[config.mk]
export PLATFORM = sky130hd
export DESIGN_NAME = instr_fetch_unit
export DESIGN_NICKNAME = d
export VERILOG_FILES = /design/src/rtl/instr_fetch_unit_pkg.sv /design/src/rtl/instr_fetch_unit_cond_eval.sv /design/src/rtl/instr_fetch_unit.sv
export SDC_FILE = /design/constraint.sdc
export NUM_CORES = 1
export LEC_CHECK = 0
export ABC_AREA = 1
export ABC_CLOCK_PERIOD_IN_PS = 4610
export CAP_MARGIN = 20
export CORE_MARGIN = 2
export CORE_UTILIZATION = 49
export DETAILED_ROUTE_END_ITERATION = 10
export GPL_ROUTABILITY_DRIVEN = 0
export PLACE_DENSITY = 0.87
export REMOVE_ABC_BUFFERS = 1
export SYNTH_ARGS = -nofsm -noshare
export SYNTH_HDL_FRONTEND = slang
export SYNTH_SLANG_ARGS = --single-unit
[constraint.sdc]
create_clock -name CLK -period 4.61 [get_ports CLK]
set_input_delay 0.461 -clock CLK [delete_from_list [all_inputs] [get_ports CLK]]
set_output_delay 0.461 -clock CLK [all_outputs]
set_load 0.05 [all_outputs]
[src/rtl/instr_fetch_unit_pkg.sv]
// Shared fetch-unit definitions: state encoding, reset vector, condition codes.
// Also imported by the control-signal generator.
package instr_fetch_unit_pkg;

  typedef enum logic [1:0] {
    ST_IDLE  = 2'd0,
    ST_FETCH = 2'd1,
    ST_EXEC  = 2'd2
  } state_t;

  localparam logic [31:0] RESET_VECTOR = 32'h0000_0000;

  typedef enum logic [3:0] {
    COND_EQ = 4'b0000,
    COND_NE = 4'b0001,
    COND_CS = 4'b0010,
    COND_CC = 4'b0011,
    COND_MI = 4'b0100,
    COND_PL = 4'b0101,
    COND_VS = 4'b0110,
    COND_VC = 4'b0111,
    COND_HI = 4'b1000,
    COND_LS = 4'b1001,
    COND_GE = 4'b1010,
    COND_LT = 4'b1011,
    COND_GT = 4'b1100,
    COND_LE = 4'b1101,
    COND_AL = 4'b1110,
    COND_NV = 4'b1111
  } cond_t;

  // Word offset: sign-extend imm22, then scale by 4.
  function automatic logic [31:0] branch_offset(
    input logic [21:0] imm
  );
    return {{8{imm[21]}}, imm, 2'b00};
  endfunction

endpackage

[src/rtl/instr_fetch_unit_cond_eval.sv]
// Combinational branch-condition evaluator.
// Flags are packed N,Z,C,V from bit 3 down to bit 0.
module cond_eval
  import instr_fetch_unit_pkg::*;
(
  input  logic [3:0] NZCV,
  input  logic [3:0] COND,
  output logic       RESULT
);

  logic n;
  logic z;
  logic c;
  logic v;

  assign {n, z, c, v} = NZCV;

  always_comb begin
    RESULT = 1'b0;
    unique case (cond_t'(COND))
      COND_EQ: RESULT = z;
      COND_NE: RESULT = !z;
      COND_CS: RESULT = c;
      COND_CC: RESULT = !c;
      COND_MI: RESULT = n;
      COND_PL: RESULT = !n;
      COND_VS: RESULT = v;
      COND_VC: RESULT = !v;
      COND_HI: RESULT = c && !z;
      COND_LS: RESULT = !c || z;
      COND_GE: RESULT = (n == v);
      COND_LT: RESULT = (n != v);
      COND_GT: RESULT = !z && (n == v);
      COND_LE: RESULT = z || (n != v);
      COND_AL: RESULT = 1'b1;
      COND_NV: RESULT = 1'b0;
    endcase
  end

endmodule

[src/rtl/instr_fetch_unit.sv]
// Instruction fetch unit: IDLE -> FETCH -> EXEC sequencer with PC,
// instruction register, architectural flags and branch resolution.
module instr_fetch_unit (
  input  logic        CLK,
  input  logic        RST,
  output logic        IMEM_REQ,
  output logic [31:0] IMEM_ADDR,
  input  logic        IMEM_ACK,
  input  logic [31:0] IMEM_RDATA,
  output logic [31:0] INSTR,
  output logic [9:0]  OPCODE,
  output logic        VALID,
  output logic [31:0] PC,
  input  logic        STALL,
  input  logic        R_BRANCH,
  input  logic        C_BRANCH,
  input  logic [3:0]  COND,
  input  logic [3:0]  NZCVWRITE,
  input  logic [3:0]  ALU_NZCV,
  input  logic [31:0] RS_DATA,
  output logic [3:0]  NZCV,
  output logic        TAKEN
);

  import instr_fetch_unit_pkg::*;

  state_t      state;
  state_t      state_nxt;
  logic        armed;
  logic        cond_ok;
  logic        exec_done;
  logic [31:0] pc_nxt;

  cond_eval u_cond (
    .NZCV   (NZCV),
    .COND   (COND),
    .RESULT (cond_ok)
  );

  always_ff @(posedge CLK or posedge RST) begin
    if (RST) state <= ST_IDLE;
    else     state <= state_nxt;
  end

  // Holds IDLE for one full cycle after reset release.
  always_ff @(posedge CLK or posedge RST) begin
    if (RST) armed <= 1'b0;
    else     armed <= (state == ST_IDLE);
  end

  always_comb begin
    state_nxt = state;
    unique case (state)
      ST_IDLE:  if (armed)    state_nxt = ST_FETCH;
      ST_FETCH: if (IMEM_ACK) state_nxt = ST_EXEC;
      ST_EXEC:  if (!STALL)   state_nxt = ST_FETCH;
      default:                state_nxt = ST_IDLE;
    endcase
  end

  always_comb begin
    IMEM_REQ = 1'b0;
    VALID    = 1'b0;
    unique case (state)
      ST_FETCH: IMEM_REQ = 1'b1;
      ST_EXEC:  VALID    = 1'b1;
      default: ;
    endcase
  end

  assign exec_done = (state == ST_EXEC) && !STALL;

  always_comb begin
    pc_nxt = PC + 32'd4;
    if (R_BRANCH)
      pc_nxt = RS_DATA & 32'hFFFF_FFFC;
    else if (C_BRANCH && cond_ok)
      pc_nxt = PC + branch_offset(INSTR[21:0]);
  end

  always_ff @(posedge CLK or posedge RST) begin
    if (RST) begin
      INSTR <= '0;
    end else if (state == ST_FETCH && IMEM_ACK) begin
      INSTR <= IMEM_RDATA;
    end
  end

  always_ff @(posedge CLK or posedge RST) begin
    if (RST) begin
      PC   <= RESET_VECTOR;
      NZCV <= 4'b0000;
    end else if (exec_done) begin
      PC   <= pc_nxt;
      NZCV <= (ALU_NZCV & NZCVWRITE) | (NZCV & ~NZCVWRITE);
    end
  end

  assign IMEM_ADDR = PC;
  assign OPCODE    = INSTR[31:22];
  assign TAKEN     = VALID && (R_BRANCH || (C_BRANCH && cond_ok));

endmodule
==> results.md, run 1 <==
- Power per Cell Area: 800 nW/µm²
- Synth Instances: 735
- Hold EP: armed$_DFF_PP0_
- Clk pin slew, worst setup/hold paths: 0.09 ns
- Setup-failing EPs final: 0
- Required time worst endpoint: 4.85 ns
- Routed wl met3: 953 µm
- Clock network fraction of total power: 8.1%
- Leak pwr: 3.41 nW
- Syn Std Cell Area: 5240 µm²
- # fillers: 880
- Top cell type's share of synthesized area: 33.0%
- Max Clock Freq: 264 MHz
- Max Slew Vio Count: 0
- Hold slack: 0.526 ns
- Pint: 2.43 mW
- Comb power frac: 71.6%
- Critical path's most frequent cell: nand2_1
- Root buf cell: clkbuf_8
- First-pass DRT Iterations: 4
- Die ar.: 11500 µm²
- Area after DPL: 6920 µm²
- Wire length on met1: 6300 µm
- Vias: 5225
- Wirelength per Cell: 13.9 µm
- Die height: 107 µm
- WP data arrival: 4.02 ns
- Sw Ratio: 57.2%
- Min Tclk post-route: 3.78 ns
- TritonCTS clock tree: built
- Sw power: 3.25 mW
- Clk Latency, worst-skew pair: 0.35 ns
- Hold Path Class: reg -> reg
- Top FF cell, synth: dfrtp_1
- Total wire length: 14100 µm
- Max Cap Violations: 0
- Synth top cells by count: 156 x nand2_1, 121 x nor2_1, 72 x inv_1, 69 x dfrtp_1, 64 x a21oi_1
- Clock tree sinks: 69
- Setup Fix Bufs, Post-CTS: 0
- Startpoint Class: input port
- Reg2Reg Setup Slack: 1.03 ns
- Final Skew: 0.0115 ns
- Final hold vios: 0
- Syn avg cell area: 7.13 µm²
- First-pass GRT wire length: 23100 µm
- Tot GR Track Use: 24.8%
- Die X: 107 µm
- Post-layout util: 68.4%
- Highest Signal Layer: met4
- RSZ-0062 raised after global routing: false
- Maximum vdd drop: 0.580 mV
- GRT overflow: 0
- Total core area: 10400 µm²
- Dominant cells by area after synthesis: dfrtp_1 33%, nand2_1 11%, nor2_1 8.7%, ha_1 6.9%, buf_4 6.3%
- Worst slew pin tran: 0.985 ns
- Drt via density: 5.12
- Largest net degree at the start of global routing: 55
- Buf+Inv Stages, Crit Path: 3
- Seq pwr share: 20.3%
- Number of global-route vias before repair: 4955
- Synth async-reset ratio: 100%
- Routed Antenna Nets: 0
- Cell family with most CP delay: simple AND/OR/NAND/NOR gates
- H-tree levels: 3
- Initial core utilization: 50.5%
- Met2 wire length: 6650 µm
- Slowest-stage cell, CP: clkdlybuf4s50_1
- Period utilization: 82.1%
- Nets@finish: 991
- Cells along the critical path: clkdlybuf4s50_1 > nand2_1 > nand3b_1 > nand2_1 > inv_1 > nand2_1 > nand2_1 > nand2_1 > nand2_1 > nand2_1 > nand2_1 > buf_4 > nor2_1 > ha_1 > a21o_1 > a21oi_1 > nand2_1 > nand2_1 > nand3_1 > a21o_1 > a21oi_1 > o21ai_0 > nand2_1 > nand2_1
- YS warnings: 0
- Slew margin rel.: 34.1%
- Sequential-to-total area share from yosys stat: 33.0%
- Post-synth EDFFs: 0
- CP endpoint kind: register
- IO Pins: 195
- Reg2reg end: IMEM_ADDR[30]$_DFFE_PP0P_
- R2r startpoint: NZCV[0]$_DFFE_PP0P_
- Cts-stage hold buffer count: 0
- DR DRC count: 0
- Critical Path Max Stage Delay: 0.54 ns
- Inserted Diodes: 0
- Crit path kind: in -> reg
- Dominant cell type by area after synthesis: dfrtp_1
- Top-count cell post-synth: nand2_1
- Outcome: finished, final reports clean
- Post-route cell area: 7090 µm²
- CP max FO: 12
- Num rows: 37
- Clock Tree Buf Depth: 2
- IO Port Bufs: 188
- Share of cells above drive strength 1: 6.22%
- Worst Hold Depth: 1
- R2R depth: 25
- Fin Setup TNS: 0 ns
- HPWL after DPL: 10700 µm
- #FFs+latches synth: 69
- Antenna violations before repair: 0
- Post-cts resize count: 0
- Area delta synth->final: 35.5%
- Hold_sp: state[1]$_DFFE_PP0P_
- Synth cell types: 43
- Initial DRC Count: 293
- Num CTS Buffers: 9
-- stage by stage --
step	std cells	worst slack, ns	power [mW]
after global placement	1004	0.589	5.15
final	1020	0.826	5.68
after CTS	1020	0.839	5.69
after detailed placement	1004	0.481	5.21
after floorplan	675	1.23	3.92
after global routing	1020	0.469	6.03
-- placed cells by master (no fill, tap or decap), drive strengths merged, types with 3 or more instances in the layout --
cell and instances:
a21o 6, a21oi 70, buf 5, clkbuf 10, clkdlybuf4s50 188, clkinvlp 4
conb 4, dfrtp 69, ha 29, inv 76, mux2 11, nand2 162
nand3 20, nand4 8, nor2 122, nor3 7, o211ai 10, o21ai 47
o21bai 6, o31ai 3, xnor2 8, xor2 6
-- state kept, by name, indices dropped and copies added, names as in the netlist --
register   cells
IMEM_ADDR     30
INSTR         32
NZCV           4
armed          1
state          2
-- kinds of logic (layout without fill, tap and decap cells) --
| group | Yosys count | in the layout | synth area share [%] |
|---|---|---|---|
| and+or+nand+nor | 322 | 322 | 24.9 |
| xor gates and xnor gates | 14 | 14 | 2.34 |
| buffers and inverters | 139 | 285 | 13.5 |
| muxes | 11 | 11 | 2.37 |
| DFF | 69 | 69 | 33.0 |
| other | 1 | 4 | 0.0716 |
| AOI/OAI and AO/OA | 149 | 149 | 16.6 |
| adders and majority gates | 30 | 30 | 7.31 |
-- routing by layer --
metal | up-vias | global-route usage, %
li1 | 2639 | -
met1 | 2370 | 32.2
met2 | 196 | 42.7
met3 | 20 | 3.45
met4 | 0 | 7.78
met5 | - | 0
-- power groups by stage --
stage	registers (mW)	clock network [mW]	logic (mW)
3_3_place_gp	1.14	0	4.01
6_report	1.15	0.460	4.07
3_5_place_dp	1.16	0	4.05
2_1_floorplan	2.62	0	1.30
5_1_grt	1.19	0.502	4.34
4_1_cts	1.15	0.471	4.07
-- worst max-delay path by stage --
stage	from	endpoint	slack [ns]	cells after the start
final	COND[0]	IMEM_ADDR[30]$_DFFE_PP0P_	0.83	24
after global routing	COND[0]	IMEM_ADDR[30]$_DFFE_PP0P_	0.47	27
after CTS	COND[0]	IMEM_ADDR[30]$_DFFE_PP0P_	0.84	24
after detailed placement	COND[0]	IMEM_ADDR[30]$_DFFE_PP0P_	0.48	24
after global placement	COND[0]	IMEM_ADDR[23]$_DFFE_PP0P_	0.59	21
after floorplan	NZCV[0]$_DFFE_PP0P_	IMEM_ADDR[20]$_DFFE_PP0P_	1.23	26
-- layout make-up --
class                   instances  area (µm²)  area share, %
flip-flops and latches         69        1730           24.3
well taps                     136         170           2.40
repair buffers                193        1920           27.1
inverters                      76         285           4.02
clock buffers                  10         128           1.80
multi-input cells             530        2820           39.7
clock inverters                 6        47.5          0.670
No activity file was read; power rests on OpenSTA's default activity.
==> run 2, diff against run 1 <==
--- a/config.mk
+++ b/config.mk
@@ -6,13 +6,13 @@
 export NUM_CORES = 1
 export LEC_CHECK = 0
 export ABC_AREA = 1
-export ABC_CLOCK_PERIOD_IN_PS = 4610
+export ABC_CLOCK_PERIOD_IN_PS = 3400
 export CAP_MARGIN = 20
 export CORE_MARGIN = 2
-export CORE_UTILIZATION = 49
+export CORE_UTILIZATION = 41
 export DETAILED_ROUTE_END_ITERATION = 10
 export GPL_ROUTABILITY_DRIVEN = 0
-export PLACE_DENSITY = 0.87
+export PLACE_DENSITY = 0.78
 export REMOVE_ABC_BUFFERS = 1
 export SYNTH_ARGS = -nofsm -noshare
 export SYNTH_HDL_FRONTEND = slang
==> constraint.sdc (replaced) <==
create_clock -name CLK -period 3.4 [get_ports CLK]
set_input_delay 0.34 -clock CLK [delete_from_list [all_inputs] [get_ports CLK]]
set_output_delay 0.34 -clock CLK [all_outputs]
set_load 0.05 [all_outputs]
==> results.md, run 2 (synthesis results as in run 1) <==
- R2r startpoint: NZCV[0]$_DFFE_PP0P_ (unchanged)
- Leak pwr: 3.98 nW (was 3.41 nW)
- Most common library cell in the layout ignoring fill and taps: clkdlybuf4s50_1 (unchanged)
- DR DRC count: 0 (unchanged)
- Worst slack, placed: -0.318 ns (was 0.481 ns)
- Sw Ratio: 52.5% (was 57.2%)
- Num CTS Buffers: 9 (unchanged)
- R2R depth: 29 (was 25)
- CP endpoint kind: register (unchanged)
- Comb power frac: 70.4% (was 71.6%)
- Buf+Inv Stages, Crit Path: 5 (was 3)
- Maximum vdd drop: 0.540 mV (was 0.580 mV)
- Reg2Reg Setup Slack: 0.31 ns (was 1.03 ns)
- Cts-stage hold buffer count: 0 (unchanged)
- Initial DRC Count: 349 (was 293)
- First-pass GRT wire length: 24800 µm (was 23100 µm)
- Max reg flops: 32 (unchanged)
- TritonCTS clock tree: built (unchanged)
- Initial core utilization: 41.7% (was 50.5%)
- Most flops, register: INSTR (unchanged)
- HPWL after DPL: 11800 µm (was 10700 µm)
- Inserted Diodes: 0 (unchanged)
- Largest net degree at the start of global routing: 58 (was 55)
- CP max FO: 4 (was 12)
- Seq pwr share: 18.0% (was 20.3%)
- Setup-failing EPs final: 0 (unchanged)
- Die ar.: 13700 µm² (was 11500 µm²)
- Final Non-Filler Cells: 1141 (was 1020)
- Cell family with most CP delay: simple AND/OR/NAND/NOR gates (unchanged)
- Hold Path Class: in -> async (was reg -> reg)
- Drt via density: 4.89 (was 5.12)
- Clock Tree Buf Depth: 2 (unchanged)
- Vias: 5581 (was 5225)
- Wirelength per Cell: 13.9 µm (about the same)
- Slew margin rel.: 50.2% (was 34.1%)
- Total wire length: 15900 µm (was 14100 µm)
- WP data arrival: 3.36 ns (was 4.02 ns)
- Tot GR Track Use: 23.1% (was 24.8%)
- Stages on worst setup path: 25 (was 24)
- Critical path capture point: IMEM_ADDR[20]$_DFFE_PP0P_ (was IMEM_ADDR[30]$_DFFE_PP0P_)
- Die height: 117 µm (was 107 µm)
- Critical path's most frequent cell: nand2_2 (was nand2_1)
- IO Pins: 195 (unchanged)
- Final Skew: 0.00910 ns (was 0.0115 ns)
- Root buf cell: clkbuf_16 (was clkbuf_8)
- Area delta synth->final: 54.2% (was 35.5%)
- Max Clock Freq: 320 MHz
- Min Tclk post-route: 3.12 ns
- H-tree levels: 3 (unchanged)
- Routed Antenna Nets: 0 (unchanged)
- # fillers: 1095 (was 880)
- Startpoint Class: input port (unchanged)
- Final hold vios: 0 (unchanged)
- Power per Cell Area: 1090 nW/µm² (was 800 nW/µm²)
- Most frequent cells in the layout: 185 x clkdlybuf4s50_1, 150 x nand2_1, 117 x nor2_1, 88 x buf_4, 69 x dfrtp_1 (was 188 x clkdlybuf4s50_1, 155 x nand2_1, 121 x nor2_1, 71 x inv_1, 69 x dfrtp_1)
- Required time worst endpoint: 3.63 ns (was 4.85 ns)
- Max Slew Vio Count: 0 (unchanged)
- Slowest-stage cell, CP: clkdlybuf4s50_1 (unchanged)
- Outcome: finished, final reports clean (unchanged)
- Clk pin slew, worst setup/hold paths: 0.06 ns (was 0.09 ns)
- Crit path kind: in -> reg (unchanged)
- Clk Latency, worst-skew pair: 0.35 ns (about the same)
- Reg2reg end: IMEM_ADDR[20]$_DFFE_PP0P_ (was IMEM_ADDR[30]$_DFFE_PP0P_)
- Crit path launch: COND[2] (was COND[0])
- Clock tree sinks: 69 (unchanged)
- Total core area: 12600 µm² (was 10400 µm²)
- Final worst setup slack: 0.277 ns (was 0.826 ns)
- Max Cap Violations: 0 (unchanged)
- GRT overflow: 0 (unchanged)
- Worst slew pin tran: 0.747 ns (was 0.985 ns)
- Die X: 117 µm (was 107 µm)
- First-pass DRT Iterations: 5 (was 4)
- Num rows: 41 (was 37)
- Number of global-route vias before repair: 5247 (was 4955)
- Number of cells after detailed placement: 1117 (was 1004)
- Sw power: 4.61 mW (was 3.25 mW)
- Clock network fraction of total power: 11.6% (was 8.1%)
- Pint: 4.17 mW (was 2.43 mW)
- IO Port Bufs: 188 (unchanged)
- Antenna violations before repair: 0 (unchanged)
- Critical Path Max Stage Delay: 0.52 ns (was 0.54 ns)
- Nets@finish: 1077 (was 991)
- Period utilization: 91.9%
- Share of cells above drive strength 1: 17.4% (was 6.22%)
==> run 2: area by class of cell <==
| cell class | instances | area, µm² | area share [%] |
|---|---|---|---|
| Multi-Input combinational cell | 530 | 2930 | 36.2 |
| Clock inverter | 4 | 72.6 | 0.898 |
| Tap cell | 172 | 215 | 2.66 |
| Timing Repair Buffer | 279 | 2610 | 32.3 |
| Sequential cell | 69 | 1730 | 21.4 |
| Inverter | 76 | 287 | 3.55 |
| Clock buffer | 11 | 243 | 3.00 |
==> run 2: power groups by stage <==
stage	Combinational [mW]	Clock, mW	Sequential (mW)
after floorplan	1.76	0	3.55
after global placement	5.94	0	1.56
after detailed placement	6.00	0	1.58
after CTS	6.03	1.04	1.57
after global routing	6.62	1.08	1.64
final	6.18	1.02	1.58
==> run 2: how the worst min path moves through the flow <==
| stage | end | slack (ns) | cells past startpoint |
|---|---|---|---|
| finish | NZCV[0]$_DFFE_PP0P_ | 0.33 | 2 |
| global route | NZCV[0]$_DFFE_PP0P_ | 0.36 | 2 |
| CTS | armed$_DFF_PP0_ | 0.48 | 1 |
| detailed placement | armed$_DFF_PP0_ | 0.47 | 1 |
| global placement | armed$_DFF_PP0_ | 0.47 | 1 |
| floorplan | armed$_DFF_PP0_ | 0.45 | 1 |
==> run 2: through the flow <==
| stage | utilization, % | hold slack [ns] | TNS (ns) | area, µm² | total power [mW] |
|---|---|---|---|---|---|
| floorplan | - | 0.448 | 0 | 4830 | 5.31 |
| global placement | 60.1 | 0.468 | -4.04 | 7550 | 7.49 |
| detailed placement | 60.1 | 0.471 | -4.85 | 7550 | 7.59 |
| CTS | 62.6 | 0.475 | 0 | 7870 | 8.63 |
| global route | 64.3 | 0.362 | -0.0167 | 8080 | 9.34 |
| finish | 64.3 | 0.330 | 0 | 8080 | 8.78 |
==> run 2: layer usage <==
| layer | vias up | part of all wire (%) | GRT usage (%) |
|---|---|---|---|
| met3 | 17 | 8.0 | 6.28 |
| met5 | - | 0 | 0 |
| met4 | 0 | 1.4 | 6.90 |
| li1 | 2807 | - | - |
| met1 | 2557 | 43 | 29.5 |
| met2 | 200 | 47 | 38.6 |
==> run 2: timing repair <==
item	4_1_cts	5_1_grt
endpoints found under the setup margin	0	22
buffers inserted	0	7
gates resized for setup	0	39
==> run 2: worst register-to-register path: cells and delay by family, from the launching register on <==
family,cells,cell delay [ns]
AND/OR/NAND/NOR,19,1.24
buffers and inverters,5,0.44
flip-flops,1,0.41
AO/OA/AOI/OAI,3,0.32
adder cells (fa/ha/maj),2,0.55
